<file path="config.mk">
export PLATFORM = sky130hd
export DESIGN_NAME = pipe_ctrl_flat
export DESIGN_NICKNAME = d
export VERILOG_FILES = /design/src/rtl/pipe_ctrl_if.sv /design/src/rtl/pipe_ctrl.sv /design/src/flat_wrapper.sv
export SDC_FILE = /design/constraint.sdc
export NUM_CORES = 1
export LEC_CHECK = 0
export BUFFER_PORTS_ARGS = -buffer_cell sky130_fd_sc_hd__buf_2
export CAP_MARGIN = 15
export CELL_PAD_IN_SITES_DETAIL_PLACEMENT = 1
export CELL_PAD_IN_SITES_GLOBAL_PLACEMENT = 2
export CORE_MARGIN = 10
export CORE_UTILIZATION = 25
export DETAILED_ROUTE_END_ITERATION = 12
export GPL_TIMING_DRIVEN = 0
export PLACE_DENSITY_LB_ADDON = 0.15
export REMOVE_ABC_BUFFERS = 1
export SLEW_MARGIN = 20
export SYNTH_ARGS = -nofsm -noshare
export SYNTH_HDL_FRONTEND = slang
export SYNTH_SLANG_ARGS = --single-unit
</file>
<file path="constraint.sdc">
create_clock -name clk -period 1.76 [get_ports clk]
set_clock_uncertainty 0.05 [all_clocks]
set_input_delay 0 -clock clk [delete_from_list [all_inputs] [get_ports clk]]
set_output_delay 0 -clock clk [all_outputs]
set_load 0.02 [all_outputs]
</file>
<file path="src/rtl/pipe_ctrl_if.sv">
`default_nettype none
// ============================================================================
//  Module      : pipe_ctrl_if
//  Description : Bundles the handshake and bus signals around pipe_ctrl.
//                master : pipeline / memory-controller side. It drives the
//                         requests and port_done_i, and receives the grants,
//                         dones, stall vector and jump flag.
//                slave  : pipe_ctrl itself.
//                Signal names keep the _i/_o suffixes as seen from pipe_ctrl.
//  Revision    : 1.0 - initial release
// ============================================================================
interface pipe_ctrl_if #(
    parameter int STALL_W = 6,
    parameter int ADDR_W  = 32
);
    logic               if_req_i;
    logic [ADDR_W-1:0]  if_addr_i;
    logic               mem_req_i;
    logic [ADDR_W-1:0]  mem_addr_i;
    logic               mem_wr_i;
    logic               id_stall_req_i;
    logic               ex_jump_i;
    logic               port_done_i;
    logic               port_start_o;
    logic [ADDR_W-1:0]  port_addr_o;
    logic               port_wr_o;
    logic               port_owner_o;
    logic               if_done_o;
    logic               mem_done_o;
    logic [STALL_W-1:0] stall_signal_o;
    logic               jump_flag_o;

    modport master (
        output if_req_i, if_addr_i, mem_req_i, mem_addr_i, mem_wr_i,
               id_stall_req_i, ex_jump_i, port_done_i,
        input  port_start_o, port_addr_o, port_wr_o, port_owner_o,
               if_done_o, mem_done_o, stall_signal_o, jump_flag_o
    );

    modport slave (
        input  if_req_i, if_addr_i, mem_req_i, mem_addr_i, mem_wr_i,
               id_stall_req_i, ex_jump_i, port_done_i,
        output port_start_o, port_addr_o, port_wr_o, port_owner_o,
               if_done_o, mem_done_o, stall_signal_o, jump_flag_o
    );
endinterface
`default_nettype wire

</file>
<file path="src/rtl/pipe_ctrl.sv">
`default_nettype none
// ============================================================================
//  Module      : pipe_ctrl
//  Description : Central hazard/stall controller.
//                - Arbitrates the single memory port between IF fetches and
//                  MEM loads/stores. MEM wins a simultaneous request.
//                - Produces the stall vector
//                  (bit0 PC, 1 IF, 2 ID, 3 EX, 4 MEM, 5 WB) and the jump flag.
//                - Discards a fetch that is in flight when EX resolves a jump.
//  Ports       : clk, rst        clock and synchronous active-high reset
//                bus (slave)     requests, port handshake, stall/jump outputs
//                stall_cnt_o     cycles with a non-zero stall vector
//                                (PIPE_CTRL_PERF_EN only)
//                flush_cnt_o     cycles with jump_flag_o set
//                                (PIPE_CTRL_PERF_EN only)
//  Config      : define PIPE_CTRL_PERF_EN to add the two perf counters.
//  Revision    : 1.0 - initial release
// ============================================================================
module pipe_ctrl #(
    parameter int STALL_W = 6,
    parameter int ADDR_W  = 32
) (
    input  wire logic   clk,
    input  wire logic   rst,
    pipe_ctrl_if.slave  bus
`ifdef PIPE_CTRL_PERF_EN
    ,
    output logic [31:0] stall_cnt_o,
    output logic [31:0] flush_cnt_o
`endif
);

    localparam logic [STALL_W-1:0] c_STALL_MEM  = STALL_W'(6'b011111);
    localparam logic [STALL_W-1:0] c_STALL_ID   = STALL_W'(6'b000111);
    localparam logic [STALL_W-1:0] c_STALL_IF   = STALL_W'(6'b000011);
    localparam logic [STALL_W-1:0] c_STALL_NONE = '0;

    typedef enum logic [1:0] {
        S_IDLE     = 2'd0,
        S_IF_BUSY  = 2'd1,
        S_MEM_BUSY = 2'd2
    } state_t;

    state_t              r_state;
    state_t              w_state_nxt;
    logic                w_start;
    logic                r_discard;
    logic [ADDR_W-1:0]   r_addr;
    logic                r_wr;
    logic                w_if_done;
    logic                w_mem_done;
    logic [STALL_W-1:0]  w_stall;
    logic                w_jump_flag;

    // ------------------------------------------------------------------
    // State register
    // ------------------------------------------------------------------
    always_ff @(posedge clk) begin
        if (rst) begin
            r_state <= S_IDLE;
        end else begin
            r_state <= w_state_nxt;
        end
    end

    // ------------------------------------------------------------------
    // Next state and launch decision
    // ------------------------------------------------------------------
    always_comb begin
        w_state_nxt = r_state;
        w_start     = 1'b0;
        case (r_state)
            S_IDLE: begin
                if (bus.mem_req_i) begin
                    w_state_nxt = S_MEM_BUSY;
                    w_start     = 1'b1;
                end else if (bus.if_req_i) begin
                    w_state_nxt = S_IF_BUSY;
                    w_start     = 1'b1;
                end
            end
            S_IF_BUSY, S_MEM_BUSY: begin
                if (bus.port_done_i) begin
                    w_state_nxt = S_IDLE;
                end
            end
            default: w_state_nxt = S_IDLE;
        endcase
    end

    // ------------------------------------------------------------------
    // Launch address/write flag, captured in the launch cycle and held
    // ------------------------------------------------------------------
    always_ff @(posedge clk) begin
        if (rst) begin
            r_addr <= '0;
            r_wr   <= 1'b0;
        end else if (w_start) begin
            r_addr <= bus.mem_req_i ? bus.mem_addr_i : bus.if_addr_i;
            r_wr   <= bus.mem_req_i & bus.mem_wr_i;
        end
    end

    // ------------------------------------------------------------------
    // Discard flag: remembers a jump seen while a fetch is in flight so
    // the stale instruction is not delivered when the port completes.
    // ------------------------------------------------------------------
    always_ff @(posedge clk) begin
        if (rst) begin
            r_discard <= 1'b0;
        end else if (r_state == S_IF_BUSY) begin
            if (bus.port_done_i) begin
                r_discard <= 1'b0;
            end else if (bus.ex_jump_i) begin
                r_discard <= 1'b1;
            end
        end
    end

    // ------------------------------------------------------------------
    // Combinational outputs, all forced low while rst is asserted
    // ------------------------------------------------------------------
    assign w_mem_done = !rst && (r_state == S_MEM_BUSY) && bus.port_done_i;
    // A jump arriving in the done cycle itself also kills the fetch.
    assign w_if_done  = !rst && (r_state == S_IF_BUSY) && bus.port_done_i
                        && !(r_discard || bus.ex_jump_i);

    always_comb begin
        w_stall = c_STALL_NONE;
        if (!rst) begin
            if (bus.mem_req_i && !w_mem_done) begin
                w_stall = c_STALL_MEM;
            end else if (bus.id_stall_req_i) begin
                w_stall = c_STALL_ID;
            end else if (bus.if_req_i && !w_if_done) begin
                w_stall = c_STALL_IF;
            end
        end
    end

    // EX is frozen during a MEM stall and keeps presenting the jump, so
    // the flush is taken only once the stall lifts.
    assign w_jump_flag = !rst && bus.ex_jump_i && !w_stall[4];

    assign bus.port_start_o   = !rst && w_start;
    assign bus.port_addr_o    = rst ? '0 : r_addr;
    assign bus.port_wr_o      = !rst && r_wr;
    assign bus.port_owner_o   = !rst && (r_state == S_MEM_BUSY);
    assign bus.if_done_o      = w_if_done;
    assign bus.mem_done_o     = w_mem_done;
    assign bus.stall_signal_o = w_stall;
    assign bus.jump_flag_o    = w_jump_flag;

`ifdef PIPE_CTRL_PERF_EN
    logic [31:0] r_stall_cnt;
    logic [31:0] r_flush_cnt;

    always_ff @(posedge clk) begin
        if (rst) begin
            r_stall_cnt <= '0;
            r_flush_cnt <= '0;
        end else begin
            if (w_stall != c_STALL_NONE) begin
                r_stall_cnt <= r_stall_cnt + 32'd1;
            end
            if (w_jump_flag) begin
                r_flush_cnt <= r_flush_cnt + 32'd1;
            end
        end
    end

    assign stall_cnt_o = r_stall_cnt;
    assign flush_cnt_o = r_flush_cnt;
`endif

endmodule
`default_nettype wire

</file>
<file path="src/flat_wrapper.sv">
// flat-port wrapper written by rule: the top's interface ports become plain ports
module pipe_ctrl_flat 
#(
    parameter int STALL_W = 6,
    parameter int ADDR_W  = 32
)
  (clk, rst, bus_if_req_i, bus_if_addr_i, bus_mem_req_i, bus_mem_addr_i, bus_mem_wr_i, bus_id_stall_req_i, bus_ex_jump_i, bus_port_done_i, bus_port_start_o, bus_port_addr_o, bus_port_wr_o, bus_port_owner_o, bus_if_done_o, bus_mem_done_o, bus_stall_signal_o, bus_jump_flag_o);
  pipe_ctrl_if #(.STALL_W(STALL_W), .ADDR_W(ADDR_W)) bus_i ();
  input  wire logic clk;
  input  wire logic rst;
  input wire logic [$bits(bus_i.if_req_i)-1:0] bus_if_req_i;
  input wire logic [$bits(bus_i.if_addr_i)-1:0] bus_if_addr_i;
  input wire logic [$bits(bus_i.mem_req_i)-1:0] bus_mem_req_i;
  input wire logic [$bits(bus_i.mem_addr_i)-1:0] bus_mem_addr_i;
  input wire logic [$bits(bus_i.mem_wr_i)-1:0] bus_mem_wr_i;
  input wire logic [$bits(bus_i.id_stall_req_i)-1:0] bus_id_stall_req_i;
  input wire logic [$bits(bus_i.ex_jump_i)-1:0] bus_ex_jump_i;
  input wire logic [$bits(bus_i.port_done_i)-1:0] bus_port_done_i;
  output wire logic [$bits(bus_i.port_start_o)-1:0] bus_port_start_o;
  output wire logic [$bits(bus_i.port_addr_o)-1:0] bus_port_addr_o;
  output wire logic [$bits(bus_i.port_wr_o)-1:0] bus_port_wr_o;
  output wire logic [$bits(bus_i.port_owner_o)-1:0] bus_port_owner_o;
  output wire logic [$bits(bus_i.if_done_o)-1:0] bus_if_done_o;
  output wire logic [$bits(bus_i.mem_done_o)-1:0] bus_mem_done_o;
  output wire logic [$bits(bus_i.stall_signal_o)-1:0] bus_stall_signal_o;
  output wire logic [$bits(bus_i.jump_flag_o)-1:0] bus_jump_flag_o;
  assign bus_i.if_req_i = bus_if_req_i;
  assign bus_i.if_addr_i = bus_if_addr_i;
  assign bus_i.mem_req_i = bus_mem_req_i;
  assign bus_i.mem_addr_i = bus_mem_addr_i;
  assign bus_i.mem_wr_i = bus_mem_wr_i;
  assign bus_i.id_stall_req_i = bus_id_stall_req_i;
  assign bus_i.ex_jump_i = bus_ex_jump_i;
  assign bus_i.port_done_i = bus_port_done_i;
  assign bus_port_start_o = bus_i.port_start_o;
  assign bus_port_addr_o = bus_i.port_addr_o;
  assign bus_port_wr_o = bus_i.port_wr_o;
  assign bus_port_owner_o = bus_i.port_owner_o;
  assign bus_if_done_o = bus_i.if_done_o;
  assign bus_mem_done_o = bus_i.mem_done_o;
  assign bus_stall_signal_o = bus_i.stall_signal_o;
  assign bus_jump_flag_o = bus_i.jump_flag_o;
  pipe_ctrl #(.STALL_W(STALL_W), .ADDR_W(ADDR_W)) u_core (.clk(clk), .rst(rst), .bus(bus_i));
endmodule
</file>
Word level (Yosys, flattened, before mapping). Index checks and enable logic that the tools add are counted.

Mux-type cells: 15. Reduce and logical (&&, ||, !) cells: 22. Equal/unequal tests: 4. Bitwise logic cells: 1.

Operators with widths (count): 2-to-1 mux 32 bit (2); 2-to-1 mux 6 bit (3); logical AND 1 bit (11); 2-to-1 mux 2 bit (4); logical NOT 1 bit (5); 2-to-1 mux 1 bit (5); case mux 2 bit (2 select lines) (1); AND reduction 2 bit (2); inequality test 3 bit, second input constant (1); == test 2 x 1 -> 1 bit, second input constant (1); == test 2 bit, second input constant (1); logical NOT 2 bit (1); inequality test 2 bit, second input constant (1); nonzero test 2 bit (1); OR reduction 2 bit (1); AND 1 bit (1); logical OR 1 bit (1).

Flip-flop bits (word level): 36. Input bits: 72. Output and inout bits: 44. Word-level logic and storage cells: 46.

Longest topological paths before layout. Gate-level depths: netlist of run 1.

Word-level depth: 12. Gate-level depth with buffers: 7. Depth with buffers taken out: 5.

Least setup slack after synthesis of run 1. No wires, ideal clock.

Kind: register to output. Start point: register u_core.r_state[1]. End point: output port bus_stall_signal_o[1]. Data required time: 1710 ps. Path slack: -269 ps. Arrival time: 1979 ps. Cell stages (with the launch flop): 7. Path through: dfxtp_1 > inv_1 > ha_1 > nand2_1 > nor4_1 > o22ai_1 > buf_4.

Longest elaborated chain between the ends: 10. Elaborated cells between the ends (all ways): 15. Those cells by class: eq/ne (2); mux (4); reduce/logical (9).

RTL lines: start: declaration (RTL line pipe_ctrl.sv:44) `state_t r_state;`; start signal: assignment (RTL line pipe_ctrl.sv:62) `r_state <= w_state_nxt;`; == test 2 x 1 -> 1 bit (RTL line pipe_ctrl.sv:125) `assign w_if_done = !rst && (r_state == S_IF_BUSY) && bus.port_done_i`; logical AND 1 bit (2 in series) (RTL line pipe_ctrl.sv:125); logical AND 1 bit (RTL line pipe_ctrl.sv:126) `&& !(r_discard || bus.ex_jump_i);`; net bus_if_done_o (RTL line flat_wrapper.sv:23) `output wire logic [$bits(bus_i.if_done_o)-1:0] bus_if_done_o;`; logical NOT 1 bit (RTL line pipe_ctrl.sv:135) `end else if (bus.if_req_i && !w_if_done) begin`; logical AND 1 bit (RTL line pipe_ctrl.sv:135); 2-to-1 mux 2 bit (RTL line pipe_ctrl.sv:135); 2-to-1 mux 6 bit (RTL line pipe_ctrl.sv:133) `end else if (bus.id_stall_req_i) begin`; 2-to-1 mux 6 bit (RTL line pipe_ctrl.sv:131) `if (bus.mem_req_i && !w_mem_done) begin`; 2-to-1 mux 6 bit (RTL line pipe_ctrl.sv:130) `if (!rst) begin`; end: declaration (RTL line flat_wrapper.sv:25) `output wire logic [$bits(bus_i.stall_signal_o)-1:0] bus_stall_signal_o;`.

The timed path passes the listed nets, and every way through them passes these cells.

Worst setup path in the final report of run 1.
Start point: register u_core.r_state[0]. End point: output port bus_stall_signal_o[1].

Longest elaborated chain between the ends: 10. Elaborated cells between the ends (all ways): 15. Those cells by class: eq/ne (2); mux (4); reduce/logical (9).

RTL lines (RTL line): == test 2 x 1 -> 1 bit (pipe_ctrl.sv:125); logical AND 1 bit (2 in series) (pipe_ctrl.sv:125); logical AND 1 bit (pipe_ctrl.sv:126); logical NOT 1 bit (pipe_ctrl.sv:135); logical AND 1 bit (pipe_ctrl.sv:135); 2-to-1 mux 2 bit (pipe_ctrl.sv:135); 2-to-1 mux 6 bit (pipe_ctrl.sv:133); 2-to-1 mux 6 bit (*) (pipe_ctrl.sv:131); 2-to-1 mux 6 bit (*) (pipe_ctrl.sv:130).

Mark *: on every way between the ends. The rest lies on a longest branch, timed or not.

==> results.py, run 1 <==
metrics = {
    "cells_and_area": {
        "final_cells": 432,
        "drive_above_1_share_pct": 48.3,
        "final_net_count": 401,
        "area_growth_pct": 35.8,
        "n_antenna_cell": 0,
    },
    "global_routing": {
        "grt_pass1_vias": 2195,
        "grt_usage_pct": 10.3,
        "antenna_found_initial": 0,
        "grt_max_degree": 51,
        "grt-ovfl-total": 0,
        "grt_pass1_wl_mm": 10.8,
    },
    "synth": {
        "yosys.area.top_type": "dfxtp_1",
        "synthArstFlopShare_pct": 0,
        "synth_edf_count": 0,
        "ys_seq_area_share_pct": 34.2,
        "synth_cells": 220,
        "synth_area_leaders": "dfxtp_1 (34%), a211oi_2 (17%), mux2i_1 (15%)",
        "synth_ff_type": "dfxtp_1",
        "ys_ff_latch": 36,
        "synthesis.area_sq_um": 2110,
        "syn_area_per_cell_sq_um": 9.59,
        "ys_warn_count": 0,
        "synth_cell_type_count": 25,
        "synth_commonest_cells": "dfxtp_1 (36), nor2_1 (36), nor2b_1 (34), mux2i_1 (32), a211oi_2 (28)",
        "yosysTopAreaCellShare_pct": 34.2,
    },
    "detailed_routing": {
        "first_pass_iters": 4,
        "detail_route.vias_per_cell": 4.49,
        "wirelength_mm": 6.64,
        "wl_per_cell_um": 15.4,
        "num_vias": 1938,
        "drtIter0Drc": 18,
        "ant_nets": 0,
        "drc": 0,
    },
    "sta": {
        "report.final.setup_viol": 0,
        "fin_crit_sh_pct": 91.4,
        "drv_slew": 0,
        "hold_viol": 0,
        "finalCriticalPeriod_ns": 1.61,
        "worstMarginPinSlew_ns": 0.621,
        "max_slew_margin_pct": 58.6,
        "max_freq_ghz": 0.622,
    },
    "pwr": {
        "p_per_area_nw_per_um2": 836,
        "switchingPower_mw": 0.814,
        "intPower_mw": 1.58,
        "peakVddDrop_mv": 0.303,
        "seqPwrFrac_pct": 40.5,
        "p_total_mw": 2.40,
        "p_leak_nw": 1.39,
        "clockPowerShare_pct": 26.0,
        "comb_power_share_pct": 33.4,
        "p_sw_share_pct": 34.0,
    },
    "die": {
        "die_area_sq_um": 12500,
        "core_area_sq_um": 8220,
        "rows": 33,
        "initial_core_util_pct": 25.7,
        "die_h_um": 112,
        "die_x_um": 112,
        "ios": 116,
    },
    "clocking": {
        "clock_sinks": 36,
        "clock-root-buffer": "clkbuf_8",
        "htree_levels": 2,
        "clockBufferDepth": 2,
        "path_clk_slew_ns": 0.07,
        "clk_latency_ns": 0.28,
        "cts_tree": "yes",
        "cts_buffers": 5,
    },
    "hold_path": {
        "hold_path_class": "in2reg",
        "holdPathStages": 3,
        "worstHoldEndpoint": "u_core.r_addr[28]$_SDFFE_PP0P_",
        "hp-start": "bus_if_addr_i[28]",
    },
    "placed_design": {
        "gp_congestion": 0.675,
        "dp_hpwl_mm": 4.91,
        "port_buffers": 114,
        "dpl.cell_count": 419,
    },
    "worst_setup_path": {
        "cp.required_ns": 1.71,
        "r2r_start": "u_core.r_state[1]$_SDFFE_PP0P_",
        "crit_path_start_kind": "register",
        "r2r_end": "u_core.r_discard$_SDFFE_PP0P_",
        "cp.arrival_ns": 1.56,
        "rrSetupSlack_ns": 0.20,
        "end_kind": "primary output",
        "crit_type": "reg2out",
        "cp_max_fo": 3,
        "reg2regPathDepth": 5,
    },
    "run_status": {
        "status": "finished, final reports clean",
    },
    "flow_run": {
        "maxCapViolations": 0,
    },
}
[cells by family after synthesis]
| group | Yosys count | share of synthesized area (%) |
|---|---|---|
| simple gates | 80 | 19.3 |
| compound gates | 43 | 21.4 |
| flops | 36 | 34.2 |
| mux | 32 | 15.2 |
| buf+inv | 25 | 8.01 |
| fa+ha+maj | 3 | 1.78 |
| other cells | 1 | 0.178 |
[power by group through the flow]
stage	logic, mW	clock network (mW)	registers (mW)
floorplan	0.495	0	0.978
global placement	0.764	0	0.986
detailed placement	0.793	0	0.990
CTS	0.819	0.663	0.972
global route	0.889	0.695	0.987
finish	0.801	0.623	0.971
[cell usage in the layout, fill, tap and decap left out, drive strengths merged]
master       count
inv              3
dfxtp           36
and3b            1
buf            117
dlygate4sd3      3
conb             1
mux2i           32
o22ai            1
a211oi          34
o21ai            1
nand3            1
nor4             1
o21a             2
ha               3
nand2b           4
nand2            2
a21oi            4
nand3b           1
clkinv           2
a32oi            1
nor2b           34
clkbuf           6
nor2            36
a21o             1
[registers in the layout, indices dropped and copies added, names as in the netlist]
register	flops
u_core.r_state	2
u_core.r_wr	1
u_core.r_discard	1
u_core.r_addr	32
[worst max path at each step]
stage                                        start                             end  slack, ns  cells past startpoint
floorplan           u_core.r_state[1]$_SDFFE_PP0P_   u_core.r_addr[0]$_SDFFE_PP0P_      -0.82                      5
global placement                     bus_mem_req_i  u_core.r_addr[17]$_SDFFE_PP0P_      -1.70                      4
detailed placement                   bus_mem_req_i   u_core.r_addr[2]$_SDFFE_PP0P_      -0.35                      5
CTS                 u_core.r_state[1]$_SDFFE_PP0P_  u_core.r_addr[27]$_SDFFE_PP0P_       0.07                      6
global route        u_core.r_state[1]$_SDFFE_PP0P_           bus_stall_signal_o[1]     -0.003                      6
finish              u_core.r_state[0]$_SDFFE_PP0P_           bus_stall_signal_o[1]       0.15                      6
[metrics by stage]
stage,hold slack [ns],utilization (%),cell area [sq um],TNS (ns),setup WS (ns)
2_1_floorplan,0.0146,-,1950,-26.20,-0.815
3_3_place_gp,0.197,32.3,2650,-55.44,-1.70
3_5_place_dp,0.198,33.0,2710,-7.01,-0.348
4_1_cts,0.00262,34.6,2850,0,0.0664
5_1_grt,0.0104,34.9,2870,-0.00273,-0.00273
6_report,0.00442,34.9,2870,0,0.152
[routing by layer]
| metal | track usage, % | routed length (um) | vias up |
|---|---|---|---|
| met5 | 0 | 0 | - |
| met1 | 10.6 | 2590 | 906 |
| met2 | 18.3 | 3420 | 57 |
| met4 | 2.83 | 70 | 0 |
| met3 | 4.83 | 558 | 6 |
| li1 | - | - | 969 |
[layout make-up]
class | instances | area (sq um)
Fill cell | 1005 | 5350
Multi-Input combinational cell | 160 | 1240
Sequential cell | 36 | 722
Timing Repair Buffer | 120 | 663
Tap cell | 105 | 131
Clock buffer | 6 | 82.6
Inverter | 3 | 11.3
Clock inverter | 2 | 10.0
[critical path: stages (launching register included)]
cell	delay (ns)
dfxtp_2	0.35
inv_1	0.06
ha_1	0.20
nand3b_1	0.14
a21oi_1	0.10
o22ai_1	0.23
buf_2	0.20
[repair_timing]
action | 4_1_cts | 5_1_grt
gates cloned | 1 | 0
hold buffers | 3 | 0
gates resized for setup | 1 | 3
endpoints found under the setup margin | 17 | 19
pin swaps | 0 | 1
setup buffers | 0 | 1
hold endpoints to repair | 2 | 0
Note: power is estimated with default switching activity, not from simulation.
==> run 2, diff against run 1 <==
==> config.mk (replaced) <==
export PLATFORM = sky130hd
export DESIGN_NAME = pipe_ctrl_flat
export DESIGN_NICKNAME = d
export VERILOG_FILES = /design/src/rtl/pipe_ctrl_if.sv /design/src/rtl/pipe_ctrl.sv /design/src/flat_wrapper.sv
export SDC_FILE = /design/constraint.sdc
export NUM_CORES = 1
export LEC_CHECK = 0
export CAP_MARGIN = 15
export CORE_MARGIN = 10
export CORE_UTILIZATION = 63
export DETAILED_ROUTE_END_ITERATION = 12
export DONT_BUFFER_PORTS = 1
export GPL_TIMING_DRIVEN = 0
export PLACE_DENSITY_LB_ADDON = 0.15
export REMOVE_ABC_BUFFERS = 1
export SETUP_SLACK_MARGIN = 0.5
export SLEW_MARGIN = 20
export SYNTH_ARGS = -nofsm -noshare
export SYNTH_HDL_FRONTEND = slang
export SYNTH_SLANG_ARGS = --single-unit
==> run 2 against run 1 <==
The flow now finishes with violations (negative hold slack); via count shrank 11%; cell count shrank 36%; clock power shrank 27%; die area shrank 52%; fmax shrank 7.5%; total power grew 0.73%; utilization grew 50 points; combinational power grew 18%; sequential power grew 5%; sequential share of layout area grew 2.2 points; critical endpoint is now bus_stall_signal_o[0]; largest cell class unchanged.
==> results.py, run 2 (same netlist as run 1, synthesis figures left out) <==
metrics = {
    "placed_design": {
        "port_buffers": 0,
        "dp_hpwl_mm": 3.45,
        "gp_congestion": 0.636,
        "place_area_sq_um": 2010,
    },
    "global_routing": {
        "grt_usage_pct": 19.6,
        "grt_pass1_wl_mm": 9.52,
        "use_met3_pct": 8.53,
        "grt-ovfl-total": 0,
        "met2_usage_pct": 34.7,
        "antenna_found_initial": 0,
        "grt_busiest_layer": "met2",
        "grt_max_degree": 79,
        "grt_pass1_vias": 1750,
        "use_met1_pct": 20.8,
    },
    "clocking": {
        "clock_sinks": 36,
        "clock-root-buffer": "clkbuf_4",
        "cts_buffers": 5,
        "clk_latency_ns": 0.33,
        "clockBufferDepth": 2,
        "path_clk_slew_ns": 0.10,
        "cts_hold_buf": 1,
        "cts_tree": "yes",
        "htree_levels": 2,
    },
    "cells_and_area": {
        "most-common-layout-cells": "nor2b_1 (34), dfxtp_1 (34), mux2i_1 (32), a211oi_2 (28), nor2_4 (16)",
        "drive_above_1_share_pct": 43.2,
        "area_growth_pct": 25.7,
        "nFillCells": 162,
        "multi_input_area_sq_um": 1550,
        "seq_area_sq_um": 726,
        "top_regs": "u_core.r_addr: 32 flops, u_core.r_state: 2 flops",
        "final_net_count": 308,
        "design_area_sq_um": 2650,
        "top_register": "u_core.r_addr",
        "n_antenna_cell": 0,
        "largest_reg_flops": 32,
    },
    "worst_setup_path": {
        "cp_max_fo": 3,
        "cp.required_ns": 1.71,
        "cp.arrival_ns": 1.69,
        "cpPeakStageDelay_ns": 0.49,
        "crit_type": "reg2out",
        "crit_slowest_cell": "nor4_4",
        "crit_path_start_kind": "register",
        "path_cells": "inv_4, ha_4, nand2_4, nor4_4, o22ai_4",
        "end_kind": "primary output",
    },
    "pwr": {
        "p_per_area_nw_per_um2": 910,
        "p_leak_nw": 1.01,
        "peakVddDrop_mv": 0.614,
    },
    "run_status": {
        "violations": "negative hold slack",
        "status": "complete, but fails checks",
    },
    "detailed_routing": {
        "detail_route.vias_per_cell": 6.19,
        "drc": 0,
        "wirelength_mm": 6.53,
        "drtIter0Drc": 105,
        "wl_per_cell_um": 23.5,
        "ant_nets": 0,
        "num_vias": 1722,
        "first_pass_iters": 4,
    },
    "die": {
        "die_h_um": 77.9,
        "die_area_sq_um": 6060,
        "rows": 20,
        "initial_core_util_pct": 67.4,
        "die_x_um": 77.9,
        "core_area_sq_um": 3130,
        "ios": 116,
    },
    "sta": {
        "max_slew_margin_pct": 62.4,
        "tns_ns": 0,
        "drv_slew": 0,
        "worstMarginPinSlew_ns": 0.559,
        "hold_viol": 36,
        "report.final.setup_viol": 0,
        "fin_crit_sh_pct": 98.8,
        "fin_hold_ws_ns": -0.324,
        "max_freq_ghz": 0.575,
        "rsz0062_at_grt": "yes",
        "finalCriticalPeriod_ns": 1.74,
    },
    "hold_path": {
        "hold_path_class": "in2reg",
    },
    "flow_run": {
        "maxCapViolations": 0,
    },
}
[run 2: repair_timing]
action                     4_1_cts  5_1_grt
gates cloned                     7        0
hold endpoints to repair        37       36
pin swaps                        8       14
gates resized for setup         63       16
buffers inserted                16        4
setup endpoints to repair       43       46
[run 2: path summary, 6_finish.rpt]
path | start | endpoint | slack [ns] | cells after the start
setup / recovery | u_core.r_state[1]$_SDFFE_PP0P_ | bus_stall_signal_o[0] | 0.02 | 5
hold / removal | rst | u_core.r_addr[6]$_SDFFE_PP0P_ | -0.32 | 1
setup reg to reg | u_core.r_state[0]$_SDFFE_PP0P_ | u_core.r_addr[12]$_SDFFE_PP0P_ | 0.18 | 9
hold reg to reg | u_core.r_addr[7]$_SDFFE_PP0P_ | u_core.r_addr[7]$_SDFFE_PP0P_ | 0.45 | 2
[run 2: worst max-delay path, delay by kind of cell, from the launching register on]
| kind | cells | cell delay [ns] |
|---|---|---|
| AO/OA/AOI/OAI | 1 | 0.24 |
| adder cells (fa/ha/maj) | 1 | 0.14 |
| buffers and inverters | 1 | 0.07 |
| flip-flops | 1 | 0.36 |
| AND/OR/NAND/NOR | 2 | 0.54 |
[run 2: per-layer routing]
metal | part of all wire, % | wire length [um] | vias up
li1 | - | - | 801
met1 | 36 | 2350 | 810
met2 | 52 | 3360 | 93
met3 | 9.5 | 618 | 18
met4 | 3.1 | 200 | 0
met5 | 0 | 0 | -
[run 2: metrics by stage]
step           power, mW  util, %  instances  hold slack [ns]  setup WS [ns]
5_1_grt             2.53     84.8        278           -0.359        -0.0566
2_1_floorplan       1.47        -        198           0.0146         -0.815
3_3_place_gp        1.53     64.2        242           0.0226          -1.19
4_1_cts             2.33     82.0        274           -0.335         0.0829
6_report            2.41     84.8        278           -0.324         0.0206
3_5_place_dp        1.54     64.4        242           0.0249         -0.354
[run 2: final cells by class]
class                   count  share of cell area, %
multi-input cells         165                   58.3
flip-flops and latches     36                   27.4
repair buffers             22                   9.34
clock buffers               8                   2.22
well taps                  44                   2.08
inverters                   3                  0.708
[run 2: where the power goes]
part           internal (mW)  switching [mW]  total (mW)
Combinational          0.450           0.492       0.942
Clock                  0.197           0.258       0.455
Sequential             0.926          0.0911        1.02
Total                   1.57           0.841        2.41
==> run 3, diff against run 2 <==
--- a/config.mk
+++ b/config.mk
@@ -13,7 +13,7 @@
 export GPL_TIMING_DRIVEN = 0
 export PLACE_DENSITY_LB_ADDON = 0.15
 export REMOVE_ABC_BUFFERS = 1
-export SETUP_SLACK_MARGIN = 0.5
+export SETUP_SLACK_MARGIN = 0.02
 export SLEW_MARGIN = 20
 export SYNTH_ARGS = -nofsm -noshare
 export SYNTH_HDL_FRONTEND = slang
==> run 3 against run 2 <==
The run now ends clean; fmax down 0.99%; global-route usage up 2.6 points; cell area up 9.8%; largest cell class unchanged.
==> results.py, run 3 (same netlist as run 1, synthesis figures left out) <==
metrics = {
    "worst_setup_path": {
        "reg2regPathDepth": 4,
        "rrSetupSlack_ns": 0.003,
        "cpPeakStageDelay_ns": 0.49,
        "r2r_end": "u_core.r_addr[30]$_SDFFE_PP0P_",
        "crit_type": "reg2out",
        "crit_slowest_cell": "nor4_4",
        "cp.arrival_ns": 1.71,
        "path_buf_inv": 1,
        "r2r_start": "u_core.r_state[0]$_SDFFE_PP0P_",
        "path_cells": "inv_4, ha_4, nand2_4, nor4_4, o22ai_4",
        "startpoint": "u_core.r_state[1]$_SDFFE_PP0P_",
        "end_kind": "primary output",
        "cp.required_ns": 1.71,
        "crit_path_start_kind": "register",
        "cp_max_fo": 3,
        "worst_path_dominant_cell_family": "simple AND/OR/NAND/NOR gates",
        "critPathCapture": "bus_stall_signal_o[1]",
        "critical_path_depth": 5,
    },
    "cells_and_area": {
        "seq_area_sq_um": 723,
        "nFillCells": 98,
        "final_cells": 326,
        "layout_commonest_cell": "dlygate4sd3_1",
        "top_regs": "u_core.r_addr: 32 flops, u_core.r_state: 2 flops",
        "fin_util_pct": 93.0,
        "largest_reg_flops": 32,
        "final_net_count": 355,
        "area_growth_pct": 38.0,
        "most-common-layout-cells": "dlygate4sd3_1 (71), nor2b_1 (34), dfxtp_1 (34), nor2_1 (33), mux2i_1 (32)",
        "drive_above_1_share_pct": 17.4,
        "multi_input_area_sq_um": 1320,
        "top_register": "u_core.r_addr",
    },
    "pwr": {
        "p_leak_nw": 1.16,
        "switchingPower_mw": 0.792,
        "clockPowerShare_pct": 20.4,
        "p_sw_share_pct": 34.8,
        "p_per_area_nw_per_um2": 783,
        "intPower_mw": 1.49,
        "comb_power_share_pct": 36.0,
        "peakVddDrop_mv": 0.581,
        "seqPwrFrac_pct": 43.6,
    },
    "clocking": {
        "clk_latency_ns": 0.34,
        "htree_levels": 2,
        "path_clk_slew_ns": 0.11,
        "clockBufferDepth": 2,
        "cts_buffers": 5,
        "clock-root-buffer": "clkbuf_4",
        "cts_tree": "yes",
        "clock_sinks": 36,
    },
    "global_routing": {
        "grt_max_degree": 44,
        "antenna_found_initial": 1,
        "grt_usage_pct": 22.1,
        "grt_pass1_wl_mm": 10.9,
        "grt-ovfl-total": 0,
        "grt_pass1_vias": 2129,
    },
    "detailed_routing": {
        "drtIter0Drc": 163,
        "first_pass_iters": 4,
        "wirelength_mm": 7.61,
        "ant_nets": 0,
        "wl_per_cell_um": 23.3,
        "drc": 0,
        "detail_route.vias_per_cell": 6.20,
        "num_vias": 2022,
    },
    "die": {
        "initial_core_util_pct": 67.4,
        "die_h_um": 77.9,
        "die_area_sq_um": 6060,
        "die_x_um": 77.9,
        "rows": 20,
        "ios": 116,
        "core_area_sq_um": 3130,
    },
    "sta": {
        "finalCriticalPeriod_ns": 1.76,
        "setup_ws_ns": 0.00323,
        "max_slew_margin_pct": 64.3,
        "worstMarginPinSlew_ns": 0.535,
        "hold_viol": 0,
        "report.final.setup_viol": 0,
        "tns_ns": 0,
        "fin_crit_sh_pct": 99.8,
        "max_freq_ghz": 0.569,
        "drv_slew": 0,
        "rsz0062_at_grt": "yes",
    },
    "placed_design": {
        "place_ws_ns": -0.354,
        "port_buffers": 0,
        "dp_hpwl_mm": 3.45,
        "dpl.cell_count": 242,
        "gp_congestion": 0.636,
    },
    "run_status": {
        "status": "finished, final reports clean",
    },
    "flow_run": {
        "maxCapViolations": 0,
    },
    "hold_path": {
        "hold_path_class": "in2out",
    },
}
[run 3: how the worst min path moves through the flow]
stage          start                              to  slack [ns]  cells past startpoint
6_report         rst                   bus_if_done_o        0.02                      1
5_1_grt          rst                   bus_if_done_o       0.003                      1
4_1_cts          rst                   bus_if_done_o        0.01                      1
3_5_place_dp     rst   u_core.r_addr[8]$_SDFFE_PP0P_        0.02                      1
3_3_place_gp     rst  u_core.r_addr[21]$_SDFFE_PP0P_        0.02                      1
2_1_floorplan    rst   u_core.r_addr[0]$_SDFFE_PP0P_        0.01                      1
[run 3: cell type report]
cell class | instances | area share [%]
multi-input combinational | 161 | 45.3
timing repair buffer | 73 | 25.4
sequential | 36 | 24.8
clock buffer | 8 | 2.02
tap | 44 | 1.89
inverter | 3 | 0.473
antenna | 1 | 0.0860
[run 3: power by group through the flow]
stage          logic [mW]  registers, mW  clock network [mW]
2_1_floorplan       0.495          0.978                   0
3_3_place_gp        0.541          0.985                   0
3_5_place_dp        0.554          0.991                   0
4_1_cts             0.751          0.974               0.463
5_1_grt             0.878           1.00               0.494
6_report            0.820          0.993               0.465
[run 3: metrics by stage]
step | area, sq um | hold slack, ns | power, mW
finish | 2910 | 0.0153 | 2.28
global route | 2910 | 0.00291 | 2.37
CTS | 2850 | 0.0110 | 2.19
detailed placement | 2010 | 0.0249 | 1.54
global placement | 2010 | 0.0226 | 1.53
floorplan | 1950 | 0.0146 | 1.47
[run 3: layer usage]
metal / vias to the layer above / track usage, % / share of wire [%]
li1: 883 / - / -
met1: 960 / 22.1 / 33
met2: 146 / 39.1 / 52
met3: 33 / 9.91 / 10
met4: 0 / 9.12 / 5.1
met5: - / 0 / 0
[run 3: timing repair]
| item | CTS | global route |
|---|---|---|
| hold endpoints to repair | 37 | 0 |
| setup buffers | 0 | 1 |
| gates resized for setup | 6 | 12 |
| hold buffers | 72 | 0 |
| pin swaps | 0 | 3 |
| setup endpoints to repair | 37 | 29 |
| gates cloned | 1 | 1 |
